`src/rtl/div_request_issuer.sv`:
```
// Front end for a multi-cycle divider. Requests are queued in a small FIFO and
// issued one at a time. Divide-by-zero requests are answered locally.
module div_request_issuer #(
  parameter int width = 16,
  parameter int DEPTH = 4
) (
  input  logic                     clk,
  input  logic                     reset,
  input  logic                     in_valid,
  output logic                     in_ready,
  input  logic [width-1:0]         in_dividend,
  input  logic [width-1:0]         in_divisor,
  output logic                     div_valid_in,
  output logic [width-1:0]         div_dividend,
  output logic [width-1:0]         div_divisor,
  input  logic                     div_valid_out,
  input  logic [width-1:0]         div_quotient,
  input  logic [width-1:0]         div_remainder,
  output logic                     res_valid,
  input  logic                     res_ready,
  output logic [width-1:0]         res_quotient,
  output logic [width-1:0]         res_remainder,
  output logic                     res_div_by_zero,
  output logic [$clog2(DEPTH):0]   count
);

  localparam int AW = $clog2(DEPTH);
  localparam logic [AW:0] DEPTH_C = (AW+1)'(DEPTH);

  localparam logic [1:0] IDLE  = 2'd0;
  localparam logic [1:0] ISSUE = 2'd1;
  localparam logic [1:0] WAIT  = 2'd2;
  localparam logic [1:0] HOLD  = 2'd3;

  logic [width-1:0] r_mem_a [DEPTH];
  logic [width-1:0] r_mem_b [DEPTH];
  logic [AW-1:0]    r_wr_ptr;
  logic [AW-1:0]    r_rd_ptr;
  logic [AW:0]      r_count;
  logic [1:0]       r_state;

  logic             r_div_valid_in;
  logic [width-1:0] r_div_dividend;
  logic [width-1:0] r_div_divisor;
  logic             r_res_valid;
  logic [width-1:0] r_res_quotient;
  logic [width-1:0] r_res_remainder;
  logic             r_res_dbz;

  logic             w_push;
  logic             w_pop;
  logic [width-1:0] w_head_a;
  logic [width-1:0] w_head_b;

  assign in_ready = (r_count < DEPTH_C);
  assign w_push   = in_valid && in_ready;
  // Only the idle FSM may take the head, which keeps a single division in flight.
  assign w_pop    = (r_state == IDLE) && (r_count != '0);
  assign w_head_a = r_mem_a[r_rd_ptr];
  assign w_head_b = r_mem_b[r_rd_ptr];

  // Request FIFO storage
  always_ff @(posedge clk) begin
    if (w_push) begin
      r_mem_a[r_wr_ptr] <= in_dividend;
      r_mem_b[r_wr_ptr] <= in_divisor;
    end
  end

  // Request FIFO pointers and occupancy
  always_ff @(posedge clk) begin
    if (reset) begin
      r_wr_ptr <= '0;
      r_rd_ptr <= '0;
      r_count  <= '0;
    end else begin
      if (w_push) r_wr_ptr <= r_wr_ptr + AW'(1);
      if (w_pop)  r_rd_ptr <= r_rd_ptr + AW'(1);
      case ({w_push, w_pop})
        2'b10:   r_count <= r_count + (AW+1)'(1);
        2'b01:   r_count <= r_count - (AW+1)'(1);
        default: r_count <= r_count;
      endcase
    end
  end

  // Issue / wait / hold sequencing
  always_ff @(posedge clk) begin
    if (reset) begin
      r_state         <= IDLE;
      r_div_valid_in  <= 1'b0;
      r_div_dividend  <= '0;
      r_div_divisor   <= '0;
      r_res_valid     <= 1'b0;
      r_res_quotient  <= '0;
      r_res_remainder <= '0;
      r_res_dbz       <= 1'b0;
    end else begin
      r_div_valid_in <= 1'b0;
      case (r_state)
        IDLE: begin
          if (w_pop) begin
            if (w_head_b != '0) begin
              r_div_dividend <= w_head_a;
              r_div_divisor  <= w_head_b;
              r_div_valid_in <= 1'b1;
              r_state        <= ISSUE;
            end else begin
              r_res_quotient  <= '1;
              r_res_remainder <= w_head_a;
              r_res_dbz       <= 1'b1;
              r_res_valid     <= 1'b1;
              r_state         <= HOLD;
            end
          end
        end
        ISSUE: r_state <= WAIT;
        WAIT: begin
          if (div_valid_out) begin
            r_res_quotient  <= div_quotient;
            r_res_remainder <= div_remainder;
            r_res_dbz       <= 1'b0;
            r_res_valid     <= 1'b1;
            r_state         <= HOLD;
          end
        end
        default: begin
          if (res_ready) begin
            r_res_valid <= 1'b0;
            r_state     <= IDLE;
          end
        end
      endcase
    end
  end

  assign div_valid_in    = r_div_valid_in;
  assign div_dividend    = r_div_dividend;
  assign div_divisor     = r_div_divisor;
  assign res_valid       = r_res_valid;
  assign res_quotient    = r_res_quotient;
  assign res_remainder   = r_res_remainder;
  assign res_div_by_zero = r_res_dbz;
  assign count           = r_count;

endmodule

```
`config.mk`:
```
export PLATFORM = sky130hd
export DESIGN_NAME = div_request_issuer
export DESIGN_NICKNAME = d
export VERILOG_FILES = /design/src/rtl/div_request_issuer.sv
export SDC_FILE = /design/constraint.sdc
export NUM_CORES = 1
export LEC_CHECK = 0
export ABC_CLOCK_PERIOD_IN_PS = 3300
export CORE_ASPECT_RATIO = 2
export CORE_MARGIN = 1.5
export CORE_UTILIZATION = 53
export CTS_CLUSTER_SIZE = 12
export DETAILED_ROUTE_END_ITERATION = 12
export PLACE_DENSITY = 0.82
export SYNTH_ARGS = -nofsm -noshare
export SYNTH_HDL_FRONTEND = slang
export SYNTH_SLANG_ARGS = --single-unit
```
`constraint.sdc`:
```
create_clock -name clk -period 3.3 [get_ports clk]
set_input_delay 0.495 -clock clk [delete_from_list [all_inputs] [get_ports clk]]
set_output_delay 0.495 -clock clk [all_outputs]
set_load 0.1 [all_outputs]
```
==> results of run 1 <==
[cell families (layout without fill, tap and decap cells)]
| logic type | count (synthesis) | in the layout |
|---|---|---|
| AOI/OAI and AO/OA | 145 | 145 |
| xor gates and xnor gates | 5 | 5 |
| adders and majority gates | 10 | 10 |
| buffers and inverters | 76 | 226 |
| DFF | 206 | 206 |
| muxes | 32 | 32 |
| and+or+nand+nor | 118 | 118 |
[synth_stat cells (2+ instances only)]
master | n | area, um^2
edfxtp_1 | 128 | 3840
dfxtp_1 | 78 | 1560
nor2_1 | 58 | 218
a21oi_1 | 54 | 270
nand3_1 | 33 | 165
mux4_2 | 32 | 721
o21ai_0 | 32 | 160
clkbuf_1 | 31 | 116
inv_1 | 29 | 109
a41oi_1 | 16 | 140
o22a_1 | 16 | 140
o221a_1 | 10 | 113
ha_1 | 9 | 113
buf_2 | 8 | 40.0
o221a_2 | 6 | 67.6
and2_1 | 5 | 31.3
nand2_1 | 4 | 15.0
nor3_1 | 3 | 15.0
o31ai_1 | 3 | 22.5
or3_1 | 3 | 18.8
xor2_1 | 3 | 26.3
a31oi_1 | 2 | 12.5
and4_1 | 2 | 17.5
buf_1 | 2 | 7.51
buf_4 | 2 | 15.0
buf_6 | 2 | 22.5
clkinv_1 | 2 | 7.51
nor4_2 | 2 | 25.0
nor4_4 | 2 | 42.5
o21ai_1 | 2 | 10.0
xnor2_1 | 2 | 17.5
[metrics by stage]
stage	util	power [mW]	cell area (um^2)
after CTS	0.679	9.41	10300
after floorplan	-	6.34	8190
final	0.679	9.36	10300
after global routing	0.679	9.78	10300
after global placement	0.640	7.16	9740
after detailed placement	0.640	7.30	9740
[worst min path at each step]
stage	start	endpoint	slack (ns)	cells after the start
after floorplan	r_state[0]	r_state[0]	0.47	2
after global placement	div_dividend[6]	div_dividend[6]	0.46	2
after detailed placement	div_dividend[5]	div_dividend[5]	0.47	2
after CTS	div_dividend[5]	div_dividend[5]	0.48	2
after global routing	div_dividend[5]	div_dividend[5]	0.49	2
final	div_divisor[14]	div_divisor[14]	0.48	2
[sequential cells by signal, summed over array words and instances, names as in the netlist, named ones only]
register and count:
div_valid_in 1, div_dividend 16, res_remainder 16, r_mem_a 64
r_rd_ptr 2, res_valid 1, r_mem_b 64, div_divisor 16
res_div_by_zero 1, count 3, r_wr_ptr 2, r_state 2
res_quotient 16
[power breakdown]
group	internal, mW	switching (mW)
clock network	1.19	0.896
logic	1.14	2.72
registers	3.16	0.250
total	5.50	3.86
[critical path, delay by kind of cell (launching register included)]
family	cells	cell delay, ns
buffers and inverters	1	0.22
muxes	1	0.53
and+or+nand+nor	3	1.24
AOI/OAI and AO/OA	1	0.24
DFF	1	0.55
[metal layers]
metal  up-vias  global-route usage
met3        75              0.0322
met4         0               0.136
met5         -                   0
li1       2522                   -
met1      2682               0.246
met2       238               0.415
[cell type report]
type,count,share of cell area
Multi-Input combinational cell,310,0.239
Clock inverter,2,0.00169
Clock buffer,35,0.0559
Timing Repair Buffer,158,0.145
Tap cell,198,0.0240
Inverter,31,0.0113
Sequential cell,206,0.523
==> results summary, run 1 <==
The run finished with clean final reports. The violation count after the first detailed-route iteration is 337. The termination of the worst setup path is res_quotient[2]. Counting flops with a built-in enable in the synthesized netlist gives 128. The tightest hold margin is 0.479 ns. Among all flip-flop cells after synthesis, the most frequent one is edfxtp_1. The transition at the pin with the smallest max-transition slack is 1.02 ns. The share of the yosys chip area belonging to registers came out at 0.660. The classification of the worst setup path is reg -> reg. The aggregate global routing overflow is 0. The number of buffers inserted by hold repair at cts is 0. The count of endpoints failing setup in the final report came out at 0. The critical path goes through buf_4, mux4_2, nor4_2, and3_1, and4_1, o22a_1. The via count of the first global-routing pass is 5718. The total negative slack for setup checks came out at 0 ns. The floorplan step defined a die boundary enclosing 0.0162 mm^2. The number of setup buffers added after CTS is 0. The count of pins on the block boundary is 140. The initial cell density of the core came out at 0.538.

The region available for standard cell placement spans 0.0152 mm^2. Of all nets on the critical path, the largest fanout is 16. The routed wire length on met3 is 906 um.

Dividing total power by cell area gives a power density of 906 mW/mm^2. In this run, placement finished with an instance count of 903. Setup repair after global routing left no endpoint under its margin. The final clock skew came out at 0.0164 ns.

The buffer levels on the longest clock path came out at 3. The data arrival at the endpoint of the critical path came out at 3.28 ns. The post-route antenna net violation count is 0. After the flow finishes, the layout carries non-filler instances totaling 940. Of the cells placed in the final design, the portion with a size suffix greater than 1 is 0.135. The cell area after synthesis is 0.00819 mm^2. The detailed router used layers up to and including met4.

Measured along the y axis, the die boundary spans 179 um. After legalization and detailed placement, the total HPWL measured 12.9 mm. The initial antenna violation count is 0.

The first global-routing pass estimated 28.9 mm of wire. The maximum clock frequency is 0.351 GHz. After detailed routing, the number of remaining DRC violations is 0. Clock tree synthesis selected as its root buffer the cell clkbuf_16.

The sum of routed wire length over all layers is 18.4 mm. In the final routing, the length of wire on met1 measures 6.74 mm. The share of flip-flops with an asynchronous set or reset after synthesis came out at 0.

In the final layout, the multi-input gates occupy 0.00247 mm^2. When the netlist entered floorplanning its net count stood at 671. The distinct cell type count of the synthesized netlist is 42. Dividing the synthesized area by the synthesized cell count gives 13.8 um^2. Row generation in the floorplan step produced 64 rows. In the routed layout, each cell is associated on average with a via count of 5.87. The final-layout fill cell count came out at 1059. The number of synthesized register bits is 206. The post-cts gate resize count came out at 0.

The clock sink total is 206. The routed wire length per instance is 19.6 um. The die width is 90.9 um. The clock input transition at the sequential cells of the worst setup and hold paths is 0.06 ns. The CTS H-tree depth is 1.

The compound-gate portion of the synthesized area is 0.119. The adder-cell share of the synthesized area is 0.0162. The number of max-capacitance violations reported came out at 0. The leakage dissipation is 3.54 nW. During placement, the flow inserted port buffers numbering 139. The count of synthesis-stage warnings from yosys came out at 0. The slowest cell on the critical path is and4_1.

The worst setup path is captured at a flop. The top cell types in the final layout, fill and taps aside, are edfxtp_1 (128), clkdlybuf4s50_1 (127), dfxtp_1 (77). The number of CTS-inserted buffers came out at 21. The signed area change from the synthesized netlist to the final layout is 26.3%. At the end of the flow, the number of nets in the layout was 807. By area, the combinational part of the netlist is dominated by compound AO/OA/AOI/OAI gates.

The category of the worst setup path launch point is a flop. The via count is 5517. Headroom to the max-slew limit came out at 0.317. The final number of hold-violating endpoints came to 0. The multiplexer share of the synthesized area is 0.0880. Across the VDD grid, the largest voltage drop is 0.552 mV. The number of optimization iterations in the first detailed-route pass came out at 5.

In the global route stage, overall resource usage came out at 0.227. The number of instances in the synthesized netlist is 592. The final count of pins violating max slew came to 0.

The data required time of the critical path came out at 3.73 ns. The tightest min-delay check is of the reg -> reg type. In the finished design, the share of the clock period the worst path needs comes to 0.864.

The simple-gate share of the synthesized area came out at 0.0726. The worst-skew pair later-pin latency came out at 0.50 ns. The met2 routed wirelength came out at 9.79 mm. The largest net degree at the start of global routing is 45.

0 antenna diodes ended up in the layout. The post-synthesis xor/xnor area fraction is 0.00535. The least setup slack across all paths after layout is 0.449 ns. The worst register-to-register path ends at res_quotient[2].

Summing all flip-flop and latch instances after layout gives 0.00541 mm^2. TritonCTS built the clock tree. At the end of routability-driven placement, the weighted congestion stood at 0.821.

Leaving out fill and tap cells, the most frequent cell in the layout is edfxtp_1. The register-to-register path setup slack came out at 0.45 ns. For this run, the slowest stage of the critical path takes 0.56 ns. Before CTS, the worst setup slack after placement is 0.479 ns. Subtracting the final worst setup slack from the clock period gives 2.85 ns. The path depth of the worst reg2reg path is 6.
No activity file was read; power rests on OpenSTA's default activity.
==> inputs of run 2 (changes only) <==
==> config.mk (replaced) <==
export PLATFORM = sky130hd
export DESIGN_NAME = div_request_issuer
export DESIGN_NICKNAME = d
export VERILOG_FILES = /design/src/rtl/div_request_issuer.sv
export SDC_FILE = /design/constraint.sdc
export NUM_CORES = 1
export LEC_CHECK = 0
export ABC_CLOCK_PERIOD_IN_PS = 2500
export CORE_ASPECT_RATIO = 2
export CORE_MARGIN = 1.5
export CORE_UTILIZATION = 48
export CTS_CLUSTER_SIZE = 12
export DETAILED_ROUTE_END_ITERATION = 12
export PLACE_DENSITY = 0.78
export SLEW_MARGIN = 25
export SYNTH_ARGS = -nofsm -noshare
export SYNTH_HDL_FRONTEND = slang
export SYNTH_SLANG_ARGS = --single-unit
==> constraint.sdc (replaced) <==
create_clock -name clk -period 2.5 [get_ports clk]
set_input_delay 0.375 -clock clk [delete_from_list [all_inputs] [get_ports clk]]
set_output_delay 0.375 -clock clk [all_outputs]
set_load 0.1 [all_outputs]
==> run 2 against run 1 <==
Against the previous run:
- global-route usage decreased by 2.0 points
- critical path depth grew 1
- cell area grew 0.88%
- via count decreased by 0.22%
- cell count up 1.8%
- clock skew is 0.0044 ns lower
- first-iteration DRC count grew 1.2%
- routed wire length up 0.68%
- utilization shrank 5.7 points
- worst setup slack got worse by 0.37 ns
- largest power group unchanged
==> results summary, run 2 (synthesized netlist as in run 1, its figures left out) <==
The share of post-route cells with drive strength above 1 is 0.232 (+0.0972). The total routing resource utilization after global routing was 0.207 (-0.0198). The mean number of vias per cell is 5.75 (-2.0%).

The via count of the first global-routing pass came out at 5699 (-0.33%). The number of inserted diodes is 0 (unchanged). The transition at the pin with the smallest max-transition slack came out at 0.552 ns (-0.469 ns).

The post-route standard cell area excluding fillers came out at 0.0104 mm^2 (+0.88%). The path depth of the worst reg2reg path came to 7 (+1). The sum of routed wire length over all layers is 18.5 mm (+0.68%). The maximum clock frequency came out at 0.413 GHz (+18%).

The post-route DRC violation count is 0 (unchanged). The net count of the finished layout is 816 (+1.1%). The number of buffers inserted by hold repair at cts is 0 (unchanged). The type of the tightest min-delay check is in -> reg.

The worst-skew pair later-pin latency came out at 0.48 ns (-0.02 ns). The largest net degree at the start of global routing came out at 41 (-8.9%). From synthesis to final layout, the design area changed by 27.4%. The number of optimization iterations in the first detailed-route pass is 4 (-1).

The relative slew slack came to 0.631 (+0.314). The initial cell density of the core is 0.488 (-0.0498). Setup repair after global routing left no endpoint under its margin.

The total negative slack for setup checks came out at 0 ns (unchanged). The post-detailed-placement cell area came to 0.00975 mm^2 (+0.15%). The final-layout fill cell count came to 1275 (+20%). The pre-CTS setup slack is -0.000361 ns (-0.479 ns). The global placement routability congestion is 0.791 (-3.6%).

The largest registers in the layout are r_mem_a: 64 flops, r_mem_b: 64 flops. The violation count after the first detailed-route iteration came out at 341 (+1.2%). The largest fanout of any net on the critical path came out at 17 (+1).

The final count of pins violating max slew came to 0 (unchanged). The final number of hold-violating endpoints is 0 (unchanged). The count of pins on the block boundary is 140 (unchanged).

The number of buffers inserted by port buffering is 139 (unchanged). The first-pass GRT wire length is 28.8 mm (-0.34%). The number of max-capacitance violations reported was 0 (unchanged). The total die area was 0.0179 mm^2 (+10%). STA classifies the critical path endpoint as a flop. The core region area was 0.0168 mm^2 (+10%). The endpoint identified for the worst register-to-register timing path is res_quotient[10]. The category of the worst setup path launch point is a flop.

The leakage dissipation is 3.74 nW (+5.7%). The tree is rooted in a clkbuf_16. The via count was 5505 (-0.22%). The run finished with clean final reports. The number of CTS-inserted buffers came out at 21 (unchanged).

The multi-input logic area came out at 0.00250 mm^2 (+1.4%). The placed wire-length estimate is 12.9 mm (+0.35%). The die height was 188 um (+5.0%). The clock sink total is 206 (unchanged).

The initial antenna violation count is 0 (unchanged). The power per unit of standard cell area is 1200 mW/mm^2 (+32%). The register-to-register path setup slack is 0.08 ns (-0.37 ns). The die width is 95.3 um (+4.9%). The classification of the worst setup path is reg -> reg. The least setup slack across all paths after layout came out at 0.0784 ns (-0.370 ns).

The worst ir drop on vdd came out at 0.595 mV (+7.9%). The final worst-path cycle share is 0.969 (+0.105). The shortest period the worst path allows came out at 2.42 ns (-0.430 ns).

The clock input transition at the sequential cells of the worst setup and hold paths is 0.06 ns (about the same). The library cell used most frequently in the layout, excluding fill and tap cells, is edfxtp_1. The final clock skew came out at 0.0120 ns (-0.00440 ns). The area taken by flip-flops and latches is 0.00542 mm^2 (+0.21%). The data arrival at the endpoint of the critical path is 2.79 ns (-0.49 ns). The data required time of the critical path is 2.87 ns (-0.86 ns).

The count of endpoints failing setup in the final report came out at 0 (unchanged). The number of rows created at floorplan is 67 (+4.7%). The post-route antenna net violation count came out at 0 (unchanged). The routed wire length per instance is 19.4 um (-1.1%). The buffer levels on the longest clock path came out at 3 (unchanged). TritonCTS built the clock tree. In this run the worst setup path terminates at res_quotient[10]. The final core utilization came out at 0.622 (-0.0574). The CTS H-tree depth came to 1 (unchanged). The library cells used most frequently in the layout, excluding fill and tap cells, are edfxtp_1 (128), buf_4 (89), dfxtp_1 (74). The aggregate global routing overflow is 0 (unchanged).
==> run 2: cell types whose count changed in the layout (fill, tap and decap cells not counted), moves of 2 or more <==
cell	delta
clkdlybuf4s50_1	-60
nor4_4	+2
buf_4	+59
buf_12	+9
dfxtp_1	-3
dfxtp_4	+3
nor4_2	-2
==> run 2: per-layer routing <==
| layer | wire length (um) | global-route usage |
|---|---|---|
| met5 | 0 | 0 |
| met4 | 722 | 0.0918 |
| met3 | 932 | 0.0215 |
| met2 | 10100 | 0.381 |
| met1 | 6790 | 0.231 |
==> run 2: final cells by class <==
class / count / area share
sequential: 206 / 0.520
timing repair buffer: 167 / 0.147
clock buffer: 35 / 0.0564
clock inverter: 1 / 0.000840
multi-input combinational: 310 / 0.240
inverter: 31 / 0.0112
tap: 207 / 0.0248
==> run 2: power by group <==
part / internal (mW) / leakage (nW) / switching (mW)
clock: 1.60 / 0.286 / 1.18
sequential: 4.18 / 1.81 / 0.281
combinational: 1.57 / 1.64 / 3.69
==> run 2: stage by stage <==
step	hold slack (ns)	power [mW]	instances
after global placement	0.473	9.52	916
after global routing	0.389	13.0	957
after CTS	0.359	12.5	952
after detailed placement	0.472	9.68	916
after floorplan	0.466	8.39	592
final	0.366	12.5	957
==> run 2: critical path, cell delays in order, from the launching register on <==
cell and delay, ns:
dfxtp_2 0.36, buf_12 0.18, mux4_2 0.59, nor4_4 0.39
and3_4 0.28, a31oi_1 0.11, buf_6 0.19, o22a_1 0.21
==> run 2: what timing repair did <==
| action | in CTS | in global routing |
|---|---|---|
| endpoints found under the setup margin | 16 | 48 |
| resized for setup | 1 | 7 |
| setup buffers | 0 | 5 |
| hold endpoints to repair | 0 | 0 |
| pin swaps | 0 | 4 |
==> run 2: worst min-delay path by stage <==
stage	start	endpoint	slack [ns]	depth (start not counted)
detailed placement	div_dividend[13]	div_dividend[13]	0.47	2
global placement	div_divisor[14]	div_divisor[14]	0.47	2
finish	reset	res_quotient[7]	0.37	3
global route	reset	res_quotient[15]	0.39	3
floorplan	r_state[0]	r_state[0]	0.47	2
CTS	reset	res_quotient[15]	0.36	3
==> inputs of run 3 (changes only) <==
--- a/config.mk
+++ b/config.mk
@@ -9,7 +9,6 @@
 export CORE_ASPECT_RATIO = 2
 export CORE_MARGIN = 1.5
 export CORE_UTILIZATION = 48
-export CTS_CLUSTER_SIZE = 12
 export DETAILED_ROUTE_END_ITERATION = 12
 export PLACE_DENSITY = 0.78
 export SLEW_MARGIN = 25
==> run 3 against run 2 <==
Against the previous run:
- total power decreased by 0.52%
- worst setup slack improved by 0.0096 ns
- maximum frequency increased by 0.40%
- critical path type unchanged
- largest cell class unchanged
==> results summary, run 3 (synthesized netlist as in run 1, its figures left out) <==
The clock input transition at the sequential cells of the worst setup and hold paths was 0.07 ns (about the same). The pre-CTS setup slack is -0.000361 ns (unchanged). Leaving out fill and tap cells, the most frequent cells in the layout are edfxtp_1 (128), buf_4 (88), dfxtp_1 (74). The largest net degree at the start of global routing is 41 (unchanged).

The total routing resource utilization after global routing came out at 0.206 (-0.000423). The worst setup path is captured at a flop. The relative slew slack came out at 0.622 (-0.00882). The via count is 5486 (-0.35%).

The die width was 95.3 um (unchanged). The post-placement cell count is 916 (unchanged). The type of the tightest min-delay check is in -> reg.

The core region area is 0.0168 mm^2 (unchanged). The mean number of vias per cell came out at 5.77 (+0.39%). The total negative slack for setup checks is 0 ns (unchanged).

The clock sink total came out at 206 (unchanged). The tree is rooted in a clkbuf_16. The count of placed standard cells in the final layout, fillers left out came to 950 (-0.73%). The data required time of the critical path is 2.87 ns (about the same). The routed wire length per instance came out at 19.5 um (+0.58%).

The via count of the first global-routing pass came out at 5628 (-1.2%). The number of optimization iterations in the first detailed-route pass is 6 (+2). The leakage dissipation is 3.73 nW (-0.29%). The sum of routed wire length over all layers is 18.5 mm (-0.15%).

The number of buffers inserted by port buffering came out at 139 (unchanged). The worst setup path is of the reg -> reg kind. The violation count after the first detailed-route iteration came out at 215 (-37%). The aggregate global routing overflow was 0 (unchanged).

The power per unit of standard cell area is 1200 mW/mm^2 (-0.29%). The count of endpoints failing setup in the final report came out at 0 (unchanged). The flow ran to the end, and the final reports show no timing, DRC or antenna violations. The transition at the pin with the smallest max-transition slack came out at 0.566 ns (+0.0132 ns). The initial cell density of the core is 0.488 (unchanged). The number of buffers inserted by hold repair at cts came out at 0 (unchanged).

The signed area change from the synthesized netlist to the final layout came out at 27.1%. The final count of pins violating max slew came out at 0 (unchanged). The CTS H-tree depth came out at 1 (unchanged).

The placed wire-length estimate is 12.9 mm (unchanged). The TritonCTS clock tree is yes. The largest fanout of any net on the critical path is 17 (unchanged). In the final layout, the registers with the most flip-flops are r_mem_a: 64 flops, r_mem_b: 64 flops. The global placement routability congestion is 0.791 (unchanged). The shortest period the worst path allows came out at 2.41 ns (-0.00961 ns). The net count of the finished layout is 812 (-0.49%). The initial antenna violation count is 0 (unchanged). The buffer levels on the longest clock path is 3 (unchanged). The number of inserted diodes came out at 0 (unchanged).

The final core utilization was 0.620 (-0.00142). The count of pins on the block boundary was 140 (unchanged). The total chip power came out at 12.4 mW (-0.52%). The post-route DRC violation count was 0 (unchanged). The post-route standard cell area excluding fillers was 0.0104 mm^2 (-0.23%). The final-layout fill cell count came out at 1271 (-0.31%).

The final number of hold-violating endpoints is 0 (unchanged). The maximum clock frequency is 0.415 GHz (+0.40%). The category of the worst setup path launch point is a flop. The data arrival at the endpoint of the critical path came out at 2.78 ns (about the same). The final worst-path cycle share came to 0.965 (-0.00384). The least setup slack across all paths after layout is 0.0880 ns (+0.00961 ns).

The number of CTS-inserted buffers is 18 (-14%). The register-to-register path setup slack is 0.09 ns (about the same). The area taken by flip-flops and latches is 0.00542 mm^2 (unchanged). The library cell used most frequently in the layout, excluding fill and tap cells, is edfxtp_1. The tightest hold margin came out at 0.371 ns (+0.00534 ns). The total die area is 0.0179 mm^2 (unchanged). The number of max-capacitance violations reported is 0 (unchanged). The post-route antenna net violation count is 0 (unchanged).

The die height came out at 188 um (unchanged). The worst ir drop on vdd was 0.540 mV (-9.3%). The worst-skew pair later-pin latency came out at 0.48 ns (about the same). The final clock skew came out at 0.0192 ns (+0.00719 ns).

The post-detailed-placement cell area is 0.00975 mm^2 (unchanged). The share of post-route cells with drive strength above 1 is 0.237 (+0.00488). The number of rows created at floorplan was 67 (unchanged).

The first-pass GRT wire length came out at 28.7 mm (-0.43%). The multi-input logic area came out at 0.00250 mm^2 (about the same).
run 3: cell count changes in the layout (fill, tap and decap cells not counted), sizes merged:
| cell | delta |
|---|---|
| inv | -1 |
| bufinv | +2 |
| clkinvlp | +2 |
| buf | -1 |
| clkbuf | -15 |
| clkinv | +6 |
run 3: layout make-up:
class                           count  area share
Clock inverter                     10     0.00986
Inverter                           31      0.0112
Tap cell                          207      0.0249
Timing Repair Buffer              166       0.147
Multi-Input combinational cell    310       0.240
Sequential cell                   206       0.521
Clock buffer                       20      0.0461
run 3: final timing paths:
path,start,endpoint,cells after the start
setup / recovery,flop,res_quotient[10],7
hold / removal,reset,res_quotient[15],3
setup reg to reg,flop,res_quotient[10],7
hold reg to reg,div_divisor[2],div_divisor[2],2
run 3: worst max-delay path: stages, from the launching register on:
cell,delay (ns)
dfxtp_2,0.36
buf_12,0.18
mux4_2,0.59
nor4_4,0.40
and3_4,0.27
a31oi_1,0.12
buf_6,0.19
o22a_1,0.21
run 3: report_power, final:
group / switching (mW) / internal, mW
clock network: 1.14 / 1.59
logic: 3.70 / 1.56
registers: 0.283 / 4.18
run 3: timing repair:
| item | in CTS | in global routing |
|---|---|---|
| endpoints found under the hold margin | 0 | 0 |
| pin swaps | 0 | 1 |
| setup endpoints to repair | 16 | 53 |
| resized for setup | 1 | 6 |
| buffers inserted | 0 | 4 |
run 3: routing by layer:
layer  vias to the layer above  GRT usage  share of wire
li1                       2520          -              -
met1                      2724      0.230           0.36
met2                       195      0.381           0.55
met3                        47     0.0239          0.048
met4                         0     0.0896          0.037
met5                         -          0              0
